`src/rtl/bus_if_slave.sv`:
```
// bus_if_slave: single-beat register-file slave with a configurable number of wait states.
// Every accepted transfer ends in one registered ready pulse; decode misses complete with err.
module bus_if_slave #(
  parameter logic [31:0] BASE_ADDR   = 32'h0000_1000,
  parameter int          DEPTH       = 16,
  parameter int          WAIT_STATES = 0
) (
  input  logic        clk,
  input  logic        rst_n,
  input  logic [31:0] addr,
  input  logic [31:0] data,
  input  logic        rw,
  input  logic        valid,
  output logic        ready,
  output logic [31:0] rdata,
  output logic        err
);

  localparam int          IDXW = $clog2(DEPTH);
  localparam logic [32:0] SPAN = 33'(4 * DEPTH);
  localparam logic [3:0]  WS   = 4'(WAIT_STATES);

  typedef enum logic [1:0] {IDLE, WAIT, ACK} state_t;

  state_t            state;
  logic [3:0]        cnt;
  logic [31:0]       regs [DEPTH];
  logic              hit_q;
  logic              rw_q;
  logic [IDXW-1:0]   idx_q;
  logic [31:0]       data_q;

  logic [31:0]       offset;
  logic              dec_hit;
  logic [IDXW-1:0]   dec_idx;

  // The offset compare is done one bit wider so a bank ending at the top of memory cannot wrap.
  always_comb begin
    offset  = addr - BASE_ADDR;
    dec_hit = (addr[1:0] == 2'b00) && (addr >= BASE_ADDR) && ({1'b0, offset} < SPAN);
    dec_idx = offset[IDXW+1:2];
  end

  always_ff @(posedge clk) begin
    if (!rst_n) begin
      state  <= IDLE;
      cnt    <= '0;
      ready  <= 1'b0;
      rdata  <= '0;
      err    <= 1'b0;
      hit_q  <= 1'b0;
      rw_q   <= 1'b0;
      idx_q  <= '0;
      data_q <= '0;
      for (int i = 0; i < DEPTH; i++) regs[i] <= '0;
    end else begin
      case (state)
        IDLE: begin
          if (valid) begin
            hit_q  <= dec_hit;
            rw_q   <= rw;
            idx_q  <= dec_idx;
            data_q <= data;
            if (WAIT_STATES == 0) begin
              state <= ACK;
              ready <= 1'b1;
              err   <= !dec_hit;
              rdata <= (dec_hit && !rw) ? regs[dec_idx] : '0;
            end else begin
              state <= WAIT;
              cnt   <= WS;
            end
          end
        end
        WAIT: begin
          if (!valid) begin
            state <= IDLE;
            cnt   <= '0;
          end else if (cnt == 4'd1) begin
            state <= ACK;
            cnt   <= '0;
            ready <= 1'b1;
            err   <= !hit_q;
            rdata <= (hit_q && !rw_q) ? regs[idx_q] : '0;
          end else begin
            cnt <= cnt - 4'd1;
          end
        end
        ACK: begin
          // A write commits only if the master is still holding the request at the completion edge.
          if (valid && hit_q && rw_q) regs[idx_q] <= data_q;
          state <= IDLE;
          ready <= 1'b0;
          err   <= 1'b0;
          rdata <= '0;
        end
        default: state <= IDLE;
      endcase
    end
  end

endmodule

```
`config.mk`:
```
export PLATFORM = sky130hd
export DESIGN_NAME = bus_if_slave
export DESIGN_NICKNAME = d
export VERILOG_FILES = /design/src/rtl/bus_if_slave.sv
export SDC_FILE = /design/constraint.sdc
export NUM_CORES = 1
export LEC_CHECK = 0
export ABC_AREA = 0
export BUFFER_PORTS_ARGS = -buffer_cell sky130_fd_sc_hd__buf_4
export CAP_MARGIN = 20
export CELL_PAD_IN_SITES_DETAIL_PLACEMENT = 1
export CELL_PAD_IN_SITES_GLOBAL_PLACEMENT = 2
export CORE_MARGIN = 3
export CORE_UTILIZATION = 29
export CTS_CLUSTER_SIZE = 30
export DETAILED_ROUTE_END_ITERATION = 7
export MAX_ROUTING_LAYER = met4
export PLACE_DENSITY = 0.64
export SETUP_SLACK_MARGIN = 0.5
export SLEW_MARGIN = 20
export SYNTH_ARGS = -nofsm -noshare
export SYNTH_HDL_FRONTEND = slang
export SYNTH_SLANG_ARGS = --single-unit
```
`constraint.sdc`:
```
create_clock -name clk -period 12.2 [get_ports clk]
set_clock_uncertainty 0.05 [all_clocks]
set_input_delay 1.22 -clock clk [delete_from_list [all_inputs] [get_ports clk]]
set_output_delay 1.22 -clock clk [all_outputs]
set_load 0.005 [all_outputs]
```
# Word-level counts from Yosys, hierarchy flattened
# Memories as Yosys holds them, arrays and structs flattened. A register that Yosys moved wholly into a read port is not among the register bits.
# Cells that the tools add are included.
dict set report totals {
  mem_bits_ro 0
  regBits 78
  ramBits 512
  latchBits 0
  n_memories 1
  out_inout_bits 34
  wordCells 68
}
dict set report op_classes {
  n_shift 0
  n_reduce_logical 17
  n_mux 30
  bitwise_logic 0
  eq_ne 7
  addsub 2
  mul 0
  div_mod_pow 0
  order_cmp 2
}
# name depth word_bits read_ports rd_clocked_by_memory_dff wr line
set mem_list {}
lappend mem_list {regs 16 32 2 1 16 27} ;# logic [31:0] regs [DEPTH];
# operator count
set op_table {}
lappend op_table {{2-to-1 mux 32 bit} 6}
lappend op_table {{one-hot mux 32 bit (3 select lines)} 1}
lappend op_table {{greater-or-equal comparator 32 x 13 -> 1 bit, second input constant} 1}
lappend op_table {{< comparator 32 x 7 -> 1 bit, second input constant} 1}
lappend op_table {{OR reduction 32 bit} 1}
lappend op_table {{subtractor 32 x 13 -> 32 bit, second input constant} 1}
lappend op_table {{2-to-1 mux 4 bit} 5}
lappend op_table {{2-to-1 mux 1 bit} 12}
lappend op_table {{logical AND 1 bit} 6}
lappend op_table {{2-to-1 mux 2 bit} 3}
lappend op_table {{!= test 2 bit, second input constant} 3}
lappend op_table {{one-hot mux 1 bit (3 select lines)} 2}
lappend op_table {{== test 4 x 1 -> 1 bit, second input constant} 1}
lappend op_table {{zero test 1 bit} 4}
lappend op_table {{zero test 2 bit} 2}
lappend op_table {{one-hot mux 2 bit (2 select lines)} 1}
lappend op_table {{AND reduction 2 bit} 2}
lappend op_table {{AND reduction 4 bit} 1}
lappend op_table {{subtractor 4 x 1 -> 4 bit, second input constant} 1}
lappend op_table {{!= test 3 bit, second input constant} 1}
lappend op_table {{nonzero test 3 bit} 1}
lappend op_table {{== test 2 x 1 -> 1 bit, second input constant} 1}
lappend op_table {{== test 2 bit, second input constant} 1}

# Depth between registers and ports, before layout
dict set report depth {
  depth_word 8
  ltp_mapped 9
}

# Worst setup path before layout
# No wires, ideal clock.
dict set report synth_timing {
  path_kind {input port to flip-flop}
  startpoint {input port rst_n}
  endpoint {memory regs[10][0], enable pin}
  n_path_buf 1
  path_slack_ps 7520
  setup_ps 466
  arrival_ps 4164
  cell_stages 4
  cell_sequence {nand3_1 -> or4_1 -> clkbuf_1 -> o21ai_0}
}
# element line
set synth_rtl {}
lappend synth_rtl {{start: declaration} 9} ;# input logic rst_n,
lappend synth_rtl {{end: declaration} 27}

# Worst setup path in the final report
dict set report layout_timing {
  startpoint {input port addr[3]}
  endpoint {register rdata[17]}
}
dict set report layout_between {
  elab_chain_cells 7
  word_cells_on_any_way 10
  cone_classes {add/sub (1); order compare (2); mux (3); reduce/logical (3); memory (1)}
}
# element line
set layout_lines {}
lappend layout_lines {{start: declaration} 10} ;# input logic [31:0] addr,
lappend layout_lines {{subtractor 32 x 13 -> 32 bit / greater-or-equal comparator 32 x 13 -> 1 bit (equally long branches)} {39, 40}}
lappend layout_lines {{< comparator 32 x 7 -> 1 bit / logical AND 1 bit (equally long branches)} 40} ;# dec_hit = (addr[1:0] == 2'b00) && (addr >= BASE_ADDR) && ({1'b0, offset} < SPAN);
lappend layout_lines {{logical AND 1 bit} 40}
lappend layout_lines {{logical AND 1 bit} 68} ;# rdata <= (dec_hit && !rw) ? regs[dec_idx] : '0;
lappend layout_lines {{2-to-1 mux 32 bit (*)} 68}
lappend layout_lines {{2-to-1 mux 32 bit (*)} 59} ;# if (valid) begin
lappend layout_lines {{one-hot mux 32 bit (3 select lines) (*)} 57} ;# case (state)
lappend layout_lines {{end signal: assignment} 68}
lappend layout_lines {{end signal: assignment} 84} ;# rdata <= (hit_q && !rw_q) ? regs[idx_q] : '0;
lappend layout_lines {{end: declaration} 15} ;# output logic [31:0] rdata,
# Every way passes the cells marked *; elsewhere a longest branch is shown, timed or not. The select of a mux whose other input is x is not followed.
# A chain may end at the register's enable or synchronous reset.

==> results.toml <==
[logic_synthesis]
synthArstFlopShare_pct = 0
synth_edf_count = 512
synth_flop_cell = "edfxtp_1"
seq_area_frac_synth_pct = 65.3
ys_types = 35
ys_warn_count = 0
yosys_register_bits = 584
synth_nets = 1895
synthCells = 1827
avgSynthCellArea_sq_um = 14.1
syn_area_sq_mm = 0.0257

[cells_and_area]
syn_to_final_growth_pct = 16.2
fin_cells = 3087
nets = 1943
finalInstanceArea_sq_mm = 0.0299
layout-drive-gt1-share_pct = 17.7

[placed_design]
port_buffers = 101
dp_cells = 2967
finalWeightedCongestion = 0.718
placed_area_sq_mm = 0.0278
dpl.hpwl_mm = 42.9

[floorplanning]
rows = 108
start_util_pct = 29.4
fp.dieW_um = 304
dieArea_sq_mm = 0.0923
core_area_sq_mm = 0.0874
fp.dieH_um = 304
ios = 102

[job]
cap_violations = 0

[global_route]
grt_max_degree = 66
grt_util_all_layers_pct = 16.7
antenna_found_initial = 2
grt_pass1_wl_mm = 112
grt_overflow = 0
grt_pass1_vias = 16401

[power_and_ir_drop]
irDropWorstVdd_uv = 107
power_density_mw_per_mm2 = 149
p_leak_nw = 11.0

[clock_network]
path_clk_slew_ns = 0.06
cts_tree = "yes"
cts_made_buffers = 61
post_cts_buffers = 0
cts_buffer_depth = 3
clockRootBuffer = "clkbuf_16"
clk_latency_ns = 0.63
postCtsHoldBufs = 0
cts_resized = 0
h-tree-depth = 2
clock-sinks = 584

[timing]
fin_tns_setup_ns = 0
slew_headroom_pct = 30.2
period_share_pct = 31.8
clock.fmax_mhz = 258
maxSlewViolCount = 0
rsz0062_at_grt = "no"
tightest_slew_ns = 1.05
setup_viol = 0
finalHoldViolCount = 0
period_minus_slack_ns = 3.87
whs_ns = 0.434

[worst_setup_path]
regToRegStartpoint = "ready$_SDFFE_PN0P_"
crit_fanout = 38
rrSetupSlack_ns = 8.88
crit_path_end_kind = "register"
r2r_end = "regs[4][28]$_SDFFCE_PN0P_"
worstSetupStartpointType = "input port"
worstPathArrival_ns = 4.35
reg2reg_depth = 6
critical_path_class = "input port to register"
critical_path_required_ns = 12.67

[routing]
first_pass_iters = 4
drc = 0
wl_per_cell_um = 24.5
vias = 15062
drt-total-wl_mm = 75.7
viasPerCell = 4.88
final_antenna_net_count = 0
initialDrtViolationCount = 1088

[min_path]
hold_start = "rdata[12]$_SDFFE_PN0P_"
min_to = "rdata[12]$_SDFFE_PN0P_"
min_path_type = "register to register"
min_path_cells = 1

[outcome]
status = "completed"
==> flip-flops by register name (all words and copies together), names as in the netlist <==
signal,count
regs,512
data_q,32
rdata,32
idx_q,4
err,1
hit_q,1
ready,1
rw_q,1
==> area by class of cell <==
type,count,area [sq um]
clock inverters,18,183
multi-input cells,1086,8500
fillers,9081,57500
repair buffers,141,1070
diodes,4,10.0
inverters,1,3.75
well taps,1155,1450
flip-flops and latches,584,16800
clock buffers,98,1890
==> worst max path at each step <==
stage	start	to	slack [ns]	cells past startpoint
6_report	addr[3]	rdata[17]$_SDFFE_PN0P_	8.33	8
3_5_place_dp	addr[3]	rdata[17]$_SDFFE_PN0P_	7.56	8
2_1_floorplan	rst_n	regs[10][0]$_SDFFCE_PN0P_	7.52	4
5_1_grt	addr[3]	rdata[16]$_SDFFE_PN0P_	8.05	8
3_3_place_gp	addr[3]	rdata[15]$_SDFFE_PN0P_	7.56	8
4_1_cts	addr[3]	rdata[17]$_SDFFE_PN0P_	8.24	8
==> Yosys cell counts (all sizes together) (32+ instances only) <==
| cell type | n | area [sq um] |
|---|---|---|
| and2 | 514 | 3220 |
| edfxtp | 512 | 15400 |
| mux2i | 160 | 1600 |
| clkbuf | 123 | 462 |
| nand2 | 79 | 299 |
| o21ai | 78 | 390 |
| dfxtp | 72 | 1440 |
| mux4 | 64 | 1440 |
| o22ai | 64 | 400 |
| a21boi | 37 | 278 |
| buf | 33 | 186 |
| a22o | 32 | 280 |
==> worst max-delay path, cell delays in order <==
cell and delay, ns:
buf_4 0.59, buf_4 0.65, or2_2 0.23, buf_4 0.48, o22ai_1 0.17, o21ai_0 0.49, o21ai_0 0.23, a22o_1 0.24
==> report_power, final <==
part | leakage [nW] | switching (mW) | total (mW) | internal [mW]
Clock | 1.01 | 0.790 | 1.91 | 1.12
Combinational | 4.12 | 0.160 | 0.251 | 0.0916
Sequential | 5.84 | 0.0505 | 2.28 | 2.23
==> metal layers <==
metal / vias to the layer above / routed length [um] / track usage, %
li1: 6749 / - / -
met1: 7929 / 34400 / 22.4
met2: 288 / 37000 / 27.3
met3: 96 / 2860 / 1.97
met4: 0 / 1470 / 3.67
met5: - / 0 / -
==> cell usage in the layout (no fill, tap or decap), types with 4 or more instances in the layout <==
cell	n
nand2b_4	4
nor4_1	4
o22ai_1	64
and2_1	514
mux4_2	64
dfxtp_1	72
nand2_1	78
o21ai_0	66
a22o_1	32
clkinvlp_4	4
mux2i_1	160
clkbuf_1	19
buf_4	140
diode_2	4
nand2b_1	5
clkbuf_8	14
clkinv_2	9
a21boi_0	37
o21ai_4	12
nand3_1	4
nor2_2	12
clkbuf_16	65
edfxtp_1	512
or3_1	5
==> stage by stage <==
stage               power [mW]  utilization, %  worst slack (ns)
floorplan                 2.45               -              7.52
global placement          2.58            31.8              7.56
detailed placement        2.58            31.8              7.56
CTS                       4.50            34.2              8.24
global route              4.60            34.2              8.05
finish                    4.45            34.2              8.33
==> cells by family (layout without fill, tap and decap cells) <==
kind of cell,Yosys count,in the layout,synth area share (%)
DFF,584,584,65.3
AOI/OAI and AO/OA,214,214,5.34
muxes,224,224,11.8
and+or+nand+nor,648,648,15.0
other,0,4,0
buffers and inverters,157,258,2.53
No activity file was read; power rests on OpenSTA's default activity.
